$ cat config.mk
export PLATFORM = sky130hd
export DESIGN_NAME = mem_access_unit
export DESIGN_NICKNAME = d
export VERILOG_FILES = /design/src/rtl/mips_mem_pkg.sv /design/src/rtl/mem_lane_align.sv /design/src/rtl/mem_access_unit.sv
export SDC_FILE = /design/constraint.sdc
export NUM_CORES = 1
export LEC_CHECK = 0
export CELL_PAD_IN_SITES_DETAIL_PLACEMENT = 0
export CELL_PAD_IN_SITES_GLOBAL_PLACEMENT = 1
export CORE_MARGIN = 1
export CORE_UTILIZATION = 30
export CTS_CLUSTER_SIZE = 8
export DETAILED_ROUTE_END_ITERATION = 10
export PLACE_DENSITY = 0.68
export SYNTH_ARGS = -nofsm -noshare
export SYNTH_HDL_FRONTEND = slang
export SYNTH_HIERARCHICAL = 1
export SYNTH_SLANG_ARGS = --single-unit
$ cat constraint.sdc
create_clock -name clk -period 6.9 [get_ports clk]
set_input_delay 1.725 -clock clk [delete_from_list [all_inputs] [get_ports clk]]
set_output_delay 1.725 -clock clk [all_outputs]
set_load 0.1 [all_outputs]
$ cat src/rtl/mips_mem_pkg.sv
// Shared encodings for the MIPS data-memory access path: request sizes,
// memory-control bit positions and the access FSM states.
package mips_mem_pkg;
   localparam logic [1:0] SZ_BYTE = 2'b00;
   localparam logic [1:0] SZ_HALF = 2'b01;
   localparam logic [1:0] SZ_WORD = 2'b10;

   localparam int MC_READ  = 2;
   localparam int MC_WRITE = 1;

   typedef enum logic [1:0] {ST_IDLE, ST_RD, ST_WR, ST_RESP} mem_state_e;

   // Size 11 is reserved and handled as a word, so bit1 alone selects word rules.
   function automatic logic is_misaligned(input logic [1:0] size, input logic [1:0] off);
      if (size[1])
         return off != 2'b00;
      else if (size == SZ_HALF)
         return off[0];
      else
         return 1'b0;
   endfunction
endpackage

$ cat src/rtl/mem_lane_align.sv
// Big-endian lane steering: extracts/extends a load lane from a memory word
// and merges a right-justified byte/half into a word for read-modify-write.
module mem_lane_align
   import mips_mem_pkg::*;
(
   input  logic [31:0] word,
   input  logic [1:0]  offset,
   input  logic [1:0]  size,
   input  logic        is_unsigned,
   input  logic [15:0] wdata,
   output logic [31:0] load_data,
   output logic [31:0] store_word
);
   logic [7:0]  byte_lane;
   logic [15:0] half_lane;

   always_comb begin
      case (offset)
         2'd0:    byte_lane = word[31:24];
         2'd1:    byte_lane = word[23:16];
         2'd2:    byte_lane = word[15:8];
         default: byte_lane = word[7:0];
      endcase
      half_lane = offset[1] ? word[15:0] : word[31:16];

      if (size[1])
         load_data = word;
      else if (size == SZ_HALF)
         load_data = {{16{~is_unsigned & half_lane[15]}}, half_lane};
      else
         load_data = {{24{~is_unsigned & byte_lane[7]}}, byte_lane};

      store_word = word;
      if (size == SZ_HALF) begin
         if (offset[1]) store_word[15:0]  = wdata;
         else           store_word[31:16] = wdata;
      end else if (size == SZ_BYTE) begin
         case (offset)
            2'd0:    store_word[31:24] = wdata[7:0];
            2'd1:    store_word[23:16] = wdata[7:0];
            2'd2:    store_word[15:8]  = wdata[7:0];
            default: store_word[7:0]   = wdata[7:0];
         endcase
      end
   end
endmodule

$ cat src/rtl/mem_access_unit.sv
// Load/store front end for the word-addressed data memory. Sub-word stores
// are read-modify-write; every output is a flop so the memory sees stable
// control from posedge to posedge.
module mem_access_unit
   import mips_mem_pkg::*;
#(
   parameter int WORD_IDX_W = 11
) (
   input  logic        clk,
   input  logic        rst,
   input  logic        req_valid,
   input  logic        req_we,
   input  logic [1:0]  req_size,
   input  logic        req_unsigned,
   input  logic [31:0] req_addr,
   input  logic [31:0] req_wdata,
   output logic        req_ready,
   output logic        resp_valid,
   output logic [31:0] resp_rdata,
   output logic        misaligned,
   output logic [31:0] mem_address,
   output logic [31:0] mem_write_data,
   output logic [2:0]  mem_ctrl,
   input  logic [31:0] mem_read_data
);
   mem_state_e  state_q, state_d;
   logic        we_q, we_d, uns_q, uns_d;
   logic [1:0]  size_q, size_d, off_q, off_d;
   logic [15:0] wdata_q, wdata_d;
   logic        req_ready_q, req_ready_d, resp_valid_q, resp_valid_d;
   logic        misaligned_q, misaligned_d;
   logic [31:0] resp_rdata_q, resp_rdata_d;
   logic [31:0] mem_address_q, mem_address_d, mem_write_data_q, mem_write_data_d;
   logic [2:0]  mem_ctrl_q, mem_ctrl_d;
   logic [31:0] load_data, store_word;

   // Address bits above the word index are dropped, so accesses wrap.
   logic unused_addr_hi;
   assign unused_addr_hi = ^req_addr[31:WORD_IDX_W+2];

   mem_lane_align u_align (
      .word        (mem_read_data),
      .offset      (off_q),
      .size        (size_q),
      .is_unsigned (uns_q),
      .wdata       (wdata_q),
      .load_data   (load_data),
      .store_word  (store_word)
   );

   always_comb begin
      state_d          = state_q;
      we_d             = we_q;
      uns_d            = uns_q;
      size_d           = size_q;
      off_d            = off_q;
      wdata_d          = wdata_q;
      misaligned_d     = misaligned_q;
      resp_rdata_d     = resp_rdata_q;
      mem_address_d    = mem_address_q;
      mem_write_data_d = mem_write_data_q;

      case (state_q)
         ST_IDLE: if (req_valid) begin
            we_d          = req_we;
            uns_d         = req_unsigned;
            size_d        = req_size;
            off_d         = req_addr[1:0];
            wdata_d       = req_wdata[15:0];
            mem_address_d = {{(32-WORD_IDX_W){1'b0}}, req_addr[WORD_IDX_W+1:2]};
            if (is_misaligned(req_size, req_addr[1:0])) begin
               misaligned_d = 1'b1;
               resp_rdata_d = '0;
               state_d      = ST_RESP;
            end else if (req_we && req_size[1]) begin
               mem_write_data_d = req_wdata;
               state_d          = ST_WR;
            end else begin
               state_d = ST_RD;
            end
         end
         ST_RD: begin
            if (we_q) begin
               mem_write_data_d = store_word;
               state_d          = ST_WR;
            end else begin
               resp_rdata_d = load_data;
               misaligned_d = 1'b0;
               state_d      = ST_RESP;
            end
         end
         ST_WR: begin
            resp_rdata_d = '0;
            misaligned_d = 1'b0;
            state_d      = ST_RESP;
         end
         default: state_d = ST_IDLE;
      endcase

      // Handshake and memory strobes are decoded from the next state so they
      // are registered alongside it.
      req_ready_d  = (state_d == ST_IDLE);
      resp_valid_d = (state_d == ST_RESP);
      mem_ctrl_d   = '0;
      mem_ctrl_d[MC_READ]  = (state_d == ST_RD);
      mem_ctrl_d[MC_WRITE] = (state_d == ST_WR);
   end

   always_ff @(posedge clk or posedge rst) begin
      if (rst) begin
         state_q          <= ST_IDLE;
         we_q             <= 1'b0;
         uns_q            <= 1'b0;
         size_q           <= SZ_BYTE;
         off_q            <= 2'b00;
         wdata_q          <= '0;
         req_ready_q      <= 1'b1;
         resp_valid_q     <= 1'b0;
         misaligned_q     <= 1'b0;
         resp_rdata_q     <= '0;
         mem_address_q    <= '0;
         mem_write_data_q <= '0;
         mem_ctrl_q       <= '0;
      end else begin
         state_q          <= state_d;
         we_q             <= we_d;
         uns_q            <= uns_d;
         size_q           <= size_d;
         off_q            <= off_d;
         wdata_q          <= wdata_d;
         req_ready_q      <= req_ready_d;
         resp_valid_q     <= resp_valid_d;
         misaligned_q     <= misaligned_d;
         resp_rdata_q     <= resp_rdata_d;
         mem_address_q    <= mem_address_d;
         mem_write_data_q <= mem_write_data_d;
         mem_ctrl_q       <= mem_ctrl_d;
      end
   end

   assign req_ready      = req_ready_q;
   assign resp_valid     = resp_valid_q;
   assign misaligned     = misaligned_q;
   assign resp_rdata     = resp_rdata_q;
   assign mem_address    = mem_address_q;
   assign mem_write_data = mem_write_data_q;
   assign mem_ctrl       = mem_ctrl_q;
endmodule
Word level (Yosys, flattened, before mapping):

Cells that the tools add are included.

* input bits: 103
* flip-flop bits (word level): 104
* word-level logic and storage cells: 77
* output and inout bits: 102

* equality and inequality tests: 15
* mux-type cells: 34
* reductions and logical operators: 12
* bitwise gates (word level): 3

Operators by type and width (number)
* two-way mux 32 bit: 11
* one-hot mux 32 bit (3 select lines): 1
* one-hot mux 32 bit (2 select lines): 1
* two-way mux 16 bit: 3
* two-way mux 8 bit: 4
* one-hot mux 8 bit (3 select lines): 1
* inequality test 2 bit, second input constant: 6
* == test 2 x 1 -> 1 bit, second input constant: 5
* == test 2 bit, second input constant: 4
* logical NOT 2 bit: 4
* two-way mux 1 bit: 8
* two-way mux 2 bit: 3
* one-hot mux 2 bit (3 select lines): 1
* AND reduction 5 bit: 1
* AND reduction 4 bit: 1
* nonzero test 2 bit: 2
* one-hot mux 1 bit (3 select lines): 1
* nonzero test 3 bit: 1
* OR reduction 3 bit: 1
* AND 1 bit: 2
* AND reduction 2 bit: 1
* logical AND 1 bit: 1
* NOT 1 bit: 1

Depth between registers and ports, before layout:

Gate-level depths: netlist (run 1).

* depth in word-level cells: 9
* gate-level depth with buffers: 8
* gate-level depth less buffers: 6

By module:

Netlist (run 1), hierarchy kept.

By module, submodules not included
* mem_access_unit: seq. area each 2603.7 µm², instances 1, cells an instance 407, area an instance 4820.9 µm²
* mem_lane_align: seq. area each 0.0 µm², instances 1, cells an instance 189, area an instance 1472.7 µm²

Worst setup path before layout (run 1):

No wires, ideal clock.

* path type: in2reg
* start point: input req_addr[1]
* end point: register mem_write_data_q[0], in the netlist mem_write_data[0]
* required time: 6777 ps
* cell stages on the path: 4
* setup slack: 4020 ps
* setup time: 123 ps
* arrival: 2757 ps
* path buffers: 1
* cells stage by stage: nand4bb_4 a211oi_4 buf_4 a21oi_2

* cells in the longest elaborated chain, start to end: 6

RTL lines
* start: declaration: RTL line mem_access_unit.sv:15 `input logic [31:0] req_addr,`
* nonzero test 2 bit: RTL line mips_mem_pkg.sv:16 `return off != 2'b00;`
* two-way mux 1 bit: RTL line mips_mem_pkg.sv:15 `if (size[1])`
* two-way mux 1 bit: RTL line mem_access_unit.sv:64 `ST_IDLE: if (req_valid) begin`
* two-way mux 1 bit: RTL line mem_access_unit.sv:63 `case (state_q)`
* inequality test 2 bit (no line)
* AND reduction 5 bit (no line)
* end signal: assignment: RTL line mem_access_unit.sv:136 `mem_write_data_q <= mem_write_data_d;`
* end: declaration: RTL line mem_access_unit.sv:33 `logic [31:0] mem_address_q, mem_address_d, mem_write_data_q, mem_write_data_d;`

No other way between the ends. The select of a mux whose other input is x is not followed.
A chain may end at the register's enable or synchronous reset.

Final worst setup path (run 1):

* start point: input req_valid
* end point: register misaligned_q, in the netlist misaligned

* cells in the longest elaborated chain, start to end: 2

RTL lines
* start: declaration: RTL line mem_access_unit.sv:11 `input logic req_valid,`
* inequality test 2 bit (no line)
* AND reduction 4 bit (no line)
* end signal: assignment: RTL line mem_access_unit.sv:133 `misaligned_q <= misaligned_d;`
* end: declaration: RTL line mem_access_unit.sv:31 `logic misaligned_q, misaligned_d;`

No other way between the ends.

==> impl_metrics.yaml, run 1 <==
critical_path:
  startpoint_type: "input pin"
  cp_max_fo: 33
  critical_path.cell_chain: "clkdlybuf4s50_1 > nand2_1 > a22oi_1 > nand2_2 > mux2_2"
  critPathMaxStageDelay_ps: 600
  worstPathArrival_ps: 4170
  critical_path.endpoint_type: "flop"
  worst_ep_required_time_ps: 7140
  worstSetupPathType: "in -> reg"
  path_delay_family: "simple AND/OR/NAND/NOR gates"
  source_of_the_worst_register_to_register_timing_path: "state_q[1]"
  timing.critical_path.from: "req_valid"
  worst_path_max_delay_cell: "nand2_2"
  worstPathBufferInverterCount: 1
global_route:
  maximum_number_of_pins_on_one_net_before_global_route_repair: 66
  grt_overflow: 0
  globalRouteTotalUtil: 0.174
  grt_pass1_vias: 4967
  grt_antenna_before_repair: 1
  grt_first_pass_wirelength_um: 28400
cts:
  cts-htree-levels: 3
  holdBufCountCts: 0
  clock_path_buffers: 2
  number_of_buffers_created_by_cts: 9
  tritoncts_clock_tree: "done"
  clock_latency_late_sink_ps: 360
  buffer_cell_driving_the_clock_tree_root: "clkbuf_16"
  cts.clk_slew.worst_paths_ps: 70
  cts_resized: 0
  clock_sinks: 104
  cts.repair_timing.setup_buffer_count: 0
floorplan:
  placementRows: 52
  fp.coreArea_um2: 20400
  starting_density_of_the_core: 0.308
  die_area_um2: 21600
  die_h_um: 147
  floorplan.die.width_um: 147
  io_pins: 205
detailed_routing:
  number_of_drc_violations_after_detailed_routing: 0
  detailedRoute.firstPassIterationCount: 5
  wirelength_um: 18600
  detail_route.iter0.violations: 345
  post_route_ant_nets: 0
  vias: 4911
  detail_route.wl_per_cell_um: 18.5
  via_per_inst: 4.87
synthesis:
  postSynthRegisterBits: 104
  synth_cell_type_count: 51
  yosys_warnings: 6
  synth-async-reset-ratio: 1.00
  postSynth.topFlopCell: "dfrtp_1"
  synth_cells: 596
  synth_area_per_cell_um2: 10.6
  netlist_area_um2: 6290
  synth-edff-count: 0
  seq_area_frac_synth: 0.414
timing:
  final.period_utilization: 0.569
  grt_setup_unrepaired: "false"
  setup_viol: 0
  timing.fmax_ghz: 0.255
  finalCriticalPeriod_ps: 3930
  max-slew-margin-rel: 0.319
  max_slew.worst_pin.slew_ps: 1020
  totalNegativeSetupSlack_ps: 0
  final_report_max_slew_violation_count: 0
  clock_skew_ps: 5.64
  final_hold_viol_count: 0
final_layout:
  insertedDiodeCount: 0
  fillerInstances: 2013
  area_of_all_placed_cells_without_fillers_um2: 8230
  area_delta_synth_final_pct: 30.8
  stdcell_count: 1009
  ratio_of_cells_with_drive_above_1_in_the_final_layout: 0.189
  finish.net_count: 842
min_path:
  min-delay-start: "mem_address[5]"
  worstHoldPathType: "reg -> reg"
placement:
  detailed_place_hpwl_um: 14000
  numPortBuffers: 163
  dp_cells: 994
  gp_congestion: 0.868
  placed_cell_area_um2: 7950
job:
  cap_violations: 0
run_status:
  outcome: "complete, no violations"
logic make-up (layout without fill, tap and decap cells):
family	count (synthesis)	after routing	share of synthesized area
flip-flops	104	104	0.414
multiplexers	128	128	0.216
adder cells (fa/ha/maj)	4	4	0.00795
AND/OR/NAND/NOR	144	144	0.117
other	1	22	0.000596
buffers and inverters	101	223	0.0936
AO/OA/AOI/OAI	114	114	0.151
layer usage:
| metal | vias to the layer above | share of wire | track usage |
|---|---|---|---|
| met5 | - | 0 | 0 |
| met4 | 0 | 0.012 | 0.0479 |
| met3 | 13 | 0.073 | 0.0484 |
| met2 | 192 | 0.47 | 0.282 |
| met1 | 2393 | 0.44 | 0.225 |
| li1 | 2313 | - | - |
worst register-to-register path, delay by kind of cell (launching register included):
kind,cells,cell delay (ps)
buffers and inverters,1,100
AND/OR/NAND/NOR,2,1090
flip-flops,1,410
adder cells (fa/ha/maj),1,350
AO/OA/AOI/OAI,1,340
multiplexers,1,520
registers in the layout, indices dropped and copies added, names as in the netlist, 2 cells and up:
name,flops
wdata_q,16
mem_ctrl,2
size_q,2
mem_address,11
mem_write_data,32
off_q,2
state_q,2
resp_rdata,32
layout make-up:
type	count	area [um^2]	area share
Sequential cell	104	2600	0.316
Clock buffer	11	253	0.0307
Inverter	39	149	0.0181
Timing Repair Buffer	169	1680	0.204
Multi-Input combinational cell	412	3180	0.387
Tap cell	270	338	0.0410
Clock inverter	4	30.0	0.00365
worst paths after layout:
check / end / slack [ps] / cells past startpoint
worst min register to register: mem_address[5] / 510 / 1
worst min-delay path: mem_address[5] / 510 / 1
max in group asynchronous: mem_write_data[27] / 3900 / 3
worst max-delay path: misaligned / 2970 / 5
worst max register to register: misaligned / 3980 / 6
min in group asynchronous: mem_address[0] / 1760 / 2
placed cells by master, fill, tap and decap left out, types with 13 or more instances in the layout:
cell	n
clkdlybuf4s50_1	163
mux2_2	59
o221a_2	16
mux2i_1	68
o221ai_1	13
a21oi_1	14
nand2_1	59
nand2b_1	15
inv_1	37
conb_1	22
nor2_1	40
o21ai_0	19
dfrtp_1	103
a21oi_2	28
stage by stage:
step,setup slack (ps),hold WS [ps],utilization
6_report,2970,511,0.403
5_1_grt,2820,537,0.403
4_1_cts,2970,513,0.403
3_5_place_dp,2580,495,0.389
3_3_place_gp,2650,490,0.389
2_1_floorplan,2440,473,-
cells in the mapped netlist (2+ instances only):
master / number / area, um^2
nor2_1: 40 / 150
buf_6: 11 / 124
dfrtp_1: 103 / 2580
nand2b_1: 15 / 93.8
nor2b_1: 3 / 18.8
o221ai_1: 13 / 114
nand2_1: 60 / 225
o21ai_0: 19 / 95.1
inv_1: 38 / 143
a21oi_2: 28 / 245
nand3_1: 2 / 10.0
buf_2: 9 / 45.0
or2b_1: 8 / 60.1
nor3_1: 3 / 15.0
a32oi_4: 2 / 55.1
mux2i_1: 68 / 681
a22oi_1: 9 / 67.6
a2bb2oi_1: 2 / 17.5
mux2_2: 59 / 664
clkbuf_1: 10 / 37.5
nand3b_1: 2 / 15.0
a21oi_1: 14 / 70.1
buf_4: 31 / 233
o221a_2: 16 / 180
o311ai_0: 2 / 17.5
ha_1: 4 / 50.1
Power of run 1 is not shown: default switching activity piles up to over one toggle a cycle in this logic, so the estimate is an artifact.
==> inputs of run 2 (changes only) <==
==> constraint.sdc (replaced) <==
create_clock -name clk -period 3.95 [get_ports clk]
set_input_delay 0.9875 -clock clk [delete_from_list [all_inputs] [get_ports clk]]
set_output_delay 0.9875 -clock clk [all_outputs]
set_load 0.1 [all_outputs]
==> run 2 against run 1 <==
  * Non-clock buffer count up 1
  * Clock skew is 4.4 ps higher
  * Worst hold slack better by 0.69 ps
  * Core utilization is 0.13 points higher
  * Largest cell class unchanged
==> impl_metrics.yaml, run 2 (synthesized netlist as in run 1, its figures left out) <==
detailed_routing:
  detailedRoute.firstPassIterationCount: 5
  vias: 4933
  number_of_drc_violations_after_detailed_routing: 0
  detail_route.wl_per_cell_um: 18.5
  via_per_inst: 4.88
  post_route_ant_nets: 0
  detail_route.iter0.violations: 297
  wirelength_um: 18700
global_route:
  maximum_number_of_pins_on_one_net_before_global_route_repair: 65
  grt_first_pass_wirelength_um: 29100
  grt_overflow: 0
  grt_pass1_vias: 5033
  grt_antenna_before_repair: 0
  globalRouteTotalUtil: 0.176
cts:
  cts.clk_slew.worst_paths_ps: 70
  tritoncts_clock_tree: "done"
  buffer_cell_driving_the_clock_tree_root: "clkbuf_16"
  cts-htree-levels: 3
  number_of_buffers_created_by_cts: 9
  clock_sinks: 104
  clock_path_buffers: 2
  holdBufCountCts: 0
  cts_resized: 0
  cts.repair_timing.setup_buffer_count: 0
  clock_latency_late_sink_ps: 360
timing:
  setup_viol: 0
  timing.fmax_ghz: 0.347
  final.period_utilization: 0.729
  final_report_max_slew_violation_count: 0
  finalCriticalPeriod_ps: 2880
  clock_skew_ps: 10.0
  max-slew-margin-rel: 0.325
  grt_setup_unrepaired: "false"
  final_hold_viol_count: 0
  totalNegativeSetupSlack_ps: 0
  max_slew.worst_pin.slew_ps: 1010
floorplan:
  die_area_um2: 21600
  floorplan.die.width_um: 147
  placementRows: 52
  starting_density_of_the_core: 0.308
  fp.coreArea_um2: 20400
  io_pins: 205
  die_h_um: 147
final_layout:
  most_frequent_standard_cell_in_the_layout_excluding_fill_and_tap_cells: "clkdlybuf4s50_1"
  insertedDiodeCount: 0
  area_delta_synth_final_pct: 31.3
  multi_input_comb_area_um2: 3180
  finish.net_count: 843
  ff_latch_area_um2: 2600
  fillerInstances: 2020
  most_frequent_cells_in_the_layout: "162 x clkdlybuf4s50_1, 103 x dfrtp_1, 68 x mux2i_1"
  ratio_of_cells_with_drive_above_1_in_the_final_layout: 0.192
critical_path:
  critical_path.cell_chain: "clkdlybuf4s50_1"
  critPathMaxStageDelay_ps: 1170
  worstPathBufferInverterCount: 1
  worst_ep_required_time_ps: 2960
  worstSetupPathType: "reg -> out"
  worstPathArrival_ps: 1890
  worst_path_max_delay_cell: "clkdlybuf4s50_1"
  path_delay_family: "buffers and inverters"
  critical_path.endpoint_type: "output port"
  cp_max_fo: 2
  startpoint_type: "flop"
min_path:
  worstHoldPathType: "reg -> reg"
run_status:
  outcome: "complete, no violations"
placement:
  detailed_place_hpwl_um: 14200
  numPortBuffers: 163
  gp_congestion: 0.857
job:
  cap_violations: 0
==> run 2: final cells by class <==
| class | instances | share of cell area |
|---|---|---|
| clock buffer | 9 | 0.0273 |
| clock inverter | 6 | 0.00651 |
| inverter | 39 | 0.0180 |
| multi-input combinational | 412 | 0.385 |
| sequential | 104 | 0.315 |
| tap | 270 | 0.0409 |
| timing repair buffer | 170 | 0.207 |
==> run 2: path summary, 6_finish.rpt <==
kind	startpoint	end	slack [ps]	cells after the start
worst max-delay path	resp_rdata[30]	resp_rdata[30]	1070	1
max in group asynchronous	rst	req_ready	2080	3
worst max register to register	state_q[1]	mem_write_data[24]	1180	7
min in group asynchronous	rst	mem_write_data[30]	1060	2
worst min-delay path	mem_address[9]	mem_address[9]	510	1
worst min register to register	mem_address[9]	mem_address[9]	510	1
==> run 2: metal layers <==
metal | share of wire | track usage | vias to the layer above
li1 | - | - | 2314
met1 | 0.44 | 0.234 | 2396
met2 | 0.47 | 0.283 | 207
met3 | 0.074 | 0.0494 | 16
met4 | 0.014 | 0.0422 | 0
met5 | 0 | 0 | -
==> run 2: metrics by stage <==
stage	instance area (um^2)	setup WS, ps	util	hold WS, ps	instances
2_1_floorplan	6370	232	-	473	617
3_3_place_gp	7980	916	0.391	491	995
3_5_place_dp	7980	867	0.391	495	995
4_1_cts	8260	1050	0.404	513	1010
5_1_grt	8260	954	0.404	523	1010
6_report	8260	1070	0.404	512	1010
Power of run 2 is left out for the same reason.
==> inputs of run 3 (changes only) <==
==> constraint.sdc (replaced) <==
create_clock -name clk -period 3 [get_ports clk]
set_input_delay 0.75 -clock clk [delete_from_list [all_inputs] [get_ports clk]]
set_output_delay 0.75 -clock clk [all_outputs]
set_load 0.1 [all_outputs]
==> run 3 against run 2 <==
  * Worst hold slack lost 3.3 ps
  * Die area is the same
  * Setup slack lost 610 ps
  * Design area shrank 1.5%
  * Clock skew shrank 4.6 ps
  * Critical path depth grew 4
==> impl_metrics.yaml, run 3 (synthesized netlist as in run 1, its figures left out) <==
run_status:
  outcome: "complete, no violations"
global_route:
  globalRouteTotalUtil: 0.179
  grt_overflow: 0
  grt_first_pass_wirelength_um: 29200
  maximum_number_of_pins_on_one_net_before_global_route_repair: 65
  grt_pass1_vias: 5166
  grt_antenna_before_repair: 1
final_layout:
  ratio_of_cells_with_drive_above_1_in_the_final_layout: 0.302
  finish.net_count: 851
  most_frequent_cells_in_the_layout: "103 x dfrtp_1, 91 x buf_4, 83 x clkdlybuf4s50_1"
  most_frequent_standard_cell_in_the_layout_excluding_fill_and_tap_cells: "dfrtp_1"
  area_delta_synth_final_pct: 29.3
  insertedDiodeCount: 0
  fillerInstances: 2038
critical_path:
  startpoint_type: "flop"
  worstSetupPathType: "reg -> reg"
  critical_path.cell_chain: "clkinv_1 > a21boi_2 > o221a_2 > mux2i_1 > a21oi_1"
  source_of_the_worst_register_to_register_timing_path: "size_q[0]"
  worstPathArrival_ps: 2810
  rrSetupSlack_ps: 460
  critical_path.endpoint_type: "flop"
  timing.critical_path.from: "size_q[0]"
  reg2reg_to: "mem_write_data[31]"
  critPathMaxStageDelay_ps: 820
  ff2ff_path_depth: 5
  cp_max_fo: 20
  worst_path_max_delay_cell: "dfrtp_1"
  worst_ep_required_time_ps: 3270
min_path:
  min-delay-start: "uns_q"
  worstHoldPathType: "reg -> reg"
  hold_path_end: "uns_q"
  timing.hold.worst_path_depth: 1
cts:
  number_of_buffers_created_by_cts: 9
  clock_path_buffers: 2
  cts-htree-levels: 3
  cts_resized: 0
  cts.repair_timing.setup_buffer_count: 0
  buffer_cell_driving_the_clock_tree_root: "clkbuf_16"
  cts.clk_slew.worst_paths_ps: 70
  holdBufCountCts: 0
  clock_latency_late_sink_ps: 350
  tritoncts_clock_tree: "done"
  clock_sinks: 104
timing:
  max_slew.worst_pin.slew_ps: 783
  setup_viol: 0
  finalCriticalPeriod_ps: 2540
  max-slew-margin-rel: 0.478
  clock_skew_ps: 5.47
  grt_setup_unrepaired: "false"
  final_report_max_slew_violation_count: 0
  final_hold_viol_count: 0
  totalNegativeSetupSlack_ps: 0
  timing.fmax_ghz: 0.394
  final.period_utilization: 0.847
floorplan:
  starting_density_of_the_core: 0.308
  die_area_um2: 21600
  io_pins: 205
  placementRows: 52
  die_h_um: 147
  fp.coreArea_um2: 20400
  floorplan.die.width_um: 147
detailed_routing:
  detail_route.wl_per_cell_um: 18.5
  number_of_drc_violations_after_detailed_routing: 0
  detail_route.iter0.violations: 402
  wirelength_um: 18800
  vias: 4988
  detailedRoute.firstPassIterationCount: 5
  via_per_inst: 4.89
  post_route_ant_nets: 0
placement:
  gp_congestion: 0.893
  numPortBuffers: 163
  detailed_place_hpwl_um: 14300
job:
  cap_violations: 0
## run 3: cell types whose count changed in the layout (fill, tap and decap cells not counted), sizes merged
| cell | previous run | this run |
|---|---|---|
| buf | 8 | 95 |
| clkdlybuf4s50 | 162 | 83 |
| clkbuf | 9 | 14 |
| inv | 41 | 37 |
| clkinv | 3 | 1 |
| clkinvlp | 1 | 3 |
## run 3: layout make-up
| type | count | area [um^2] | share of cell area |
|---|---|---|---|
| Timing Repair Buffer | 178 | 1590 | 0.196 |
| Tap cell | 270 | 338 | 0.0415 |
| Clock buffer | 14 | 254 | 0.0312 |
| Sequential cell | 104 | 2600 | 0.320 |
| Multi-Input combinational cell | 412 | 3180 | 0.391 |
| Clock inverter | 2 | 15.0 | 0.00184 |
| Inverter | 39 | 150 | 0.0184 |
## run 3: worst max-delay path by stage
stage | to | slack, ps | depth (start not counted)
after floorplan | mem_address[0] | 1010 | 1
after global placement | resp_rdata[30] | 430 | 6
after detailed placement | resp_rdata[30] | 420 | 6
after CTS | mem_write_data[31] | 540 | 5
after global routing | mem_write_data[31] | 390 | 5
final | mem_write_data[31] | 460 | 5
## run 3: worst max-delay path: cells and delay by family (launching register included)
kind,cells,cell delay (ps)
multiplexers,1,70
buffers and inverters,1,520
flip-flops,1,820
AO/OA/AOI/OAI,3,1020
## run 3: per-stage QoR
stage,cells,setup WS (ps),utilization,hold WS [ps],area (um^2)
floorplan,617,1010,-,473,6380
global placement,1003,434,0.385,495,7870
detailed placement,1003,416,0.385,493,7870
CTS,1019,543,0.398,509,8140
global route,1019,388,0.398,526,8140
finish,1019,460,0.398,509,8140
## run 3: layer usage
layer	vias up	share of wire	GRT usage
met5	-	0	0
li1	2331	-	-
met1	2427	0.44	0.232
met2	209	0.46	0.283
met4	0	0.018	0.0661
met3	21	0.081	0.0540
Power of run 3 is left out for the same reason.
==> variant (flow settings as in run 2) <==
Re-encode `mem_state_e` (4 states) as one-hot, 4 bits wide.
--- a/src/rtl/mips_mem_pkg.sv
+++ b/src/rtl/mips_mem_pkg.sv
@@ -9,5 +9,5 @@
    localparam int MC_WRITE = 1;
 
-   typedef enum logic [1:0] {ST_IDLE, ST_RD, ST_WR, ST_RESP} mem_state_e;
+   typedef enum logic [3:0] {ST_IDLE = 4'b0001, ST_RD = 4'b0010, ST_WR = 4'b0100, ST_RESP = 4'b1000} mem_state_e;
 
    // Size 11 is reserved and handled as a word, so bit1 alone selects word rules.
Formal check against the unedited RTL: no difference found for any inputs over 4 cycles, from zero or initial values and one cycle with rst high; so few cycles prove little.
==> variant against run 2 <==
Wire length is 1.5% higher; sequential cell count grew 2; hold slack lost 0.0019 ns; core utilization down 0.24 points; die area up 3.7%; cell count is 2.7% lower; synthesized area rose by 3.7%; synthesized cell count down 6.0%; cell area increased by 2.9%; non-clock buffer count grew 1; worst setup slack lost 0.097 ns; critical path type unchanged; critical endpoint is now req_ready.
==> variant: results (changes against run 2) <==
grt_use_total_pct: 17.3  # -0.35 points
r2r-end: "mem_write_data[2]"
grt_max_degree: 72  # +11%
endpoint: "req_ready"
grt_pass1_wl_mm: 28.9  # -0.76%
startpoint: "req_ready"
synth_commonest_cells: "104 x dfrtp_1, 70 x mux2_2, 59 x nand2_1, 53 x mux2_4, 39 x inv_1"
skew_ns: 0.00885  # -0.00118 ns
drtPass1Iterations: 4  # -1
gp_congestion: 0.833  # -2.8%
cp_max_fo: 1  # -1
layout_setup_ws_ns: 0.975  # -0.0973 ns
status: "finished, final reports clean"
r2r_slack_ns: 1.31  # +0.13 ns
crit-reg2reg-launch: "off_q[1]"
cp.arrival_ns: 1.99  # +0.10 ns
synth_area_leaders: "dfrtp_1 40%, mux2_4 12%, mux2_2 12%"
grt_pass1_vias: 4941  # -1.8%
relSlewSlack_pct: 24.4  # -8.1 points
nets: 806  # -4.4%
reg2reg_depth: 5  # -2
layout-drive-gt1-share_pct: 25.6  # +6.4 points
dp_slack_ns: 0.775  # -0.0920 ns
stdcell_count: 983  # -2.7%
min_from: "misaligned"
vias: 4747  # -3.8%
wl_per_cell_microns: 19.3  # +4.2%
critPathMaxStageDelay_ns: 1.12  # -0.05 ns
nFillCells: 2023  # +0.15%
variant: cell count changes after synthesis, sizes merged, moves of 3 or more:
cell / delta
nor2: -32
nor3: -3
ha: -4
mux2i: -33
mux2: +63
clkbuf: -3
a21oi: -30
variant: where the power goes:
| group | switching, mW | leakage (nW) | internal [mW] | total [mW] |
|---|---|---|---|---|
| clock network | 0.443 | 0.134 | 0.496 | 0.939 |
| registers | 0.397 | 1.34 | 1.48 | 1.88 |
| logic | 3.19 | 2.20 | 1.61 | 4.80 |
| total | 4.03 | 3.67 | 3.59 | 7.61 |
variant: layout make-up:
class	count	area (sq um)	area share, %
clock buffer	9	225	2.65
clock inverter	7	77.6	0.912
multi-input combinational	375	3330	39.2
tap	275	344	4.05
timing repair buffer	171	1720	20.2
inverter	40	153	1.80
sequential	106	2660	31.2
variant: metrics by stage:
stage                     hold WS, ns  instance area [sq um]  power (mW)  utilization [%]
after floorplan                 0.473                   6610        5.72                -
after global placement          0.491                   8200        6.65             38.8
after detailed placement        0.492                   8200        6.70             38.8
after CTS                       0.514                   8500        7.67             40.2
after global routing            0.521                   8500        7.96             40.2
final                           0.510                   8500        7.61             40.2
variant: metal layers:
metal	share of wire [%]	wire [microns]	track usage, %	up-vias
met1	46	8630	23.7	2345
li1	-	-	-	2217
met5	0	0	0	-
met4	1.1	214	3.78	0
met3	7.1	1350	4.48	15
met2	46	8750	27.1	170
variant: worst min path at each step:
stage	endpoint	slack, ns	depth (start not counted)
6_report	misaligned	0.51	1
5_1_grt	misaligned	0.52	1
4_1_cts	mem_write_data[31]	0.51	1
3_5_place_dp	mem_write_data[15]	0.49	1
3_3_place_gp	mem_write_data[28]	0.49	1
2_1_floorplan	uns_q	0.47	1
variant: cell families (layout without fill, tap and decap cells):
logic type	count (synthesis)	after routing	share of synthesized area [%]
DFF	106	106	40.7
AOI/OAI and AO/OA	83	83	10.5
and+or+nand+nor	112	112	9.31
other	1	22	0.0574
buffers and inverters	100	227	9.79
muxes	158	158	29.6
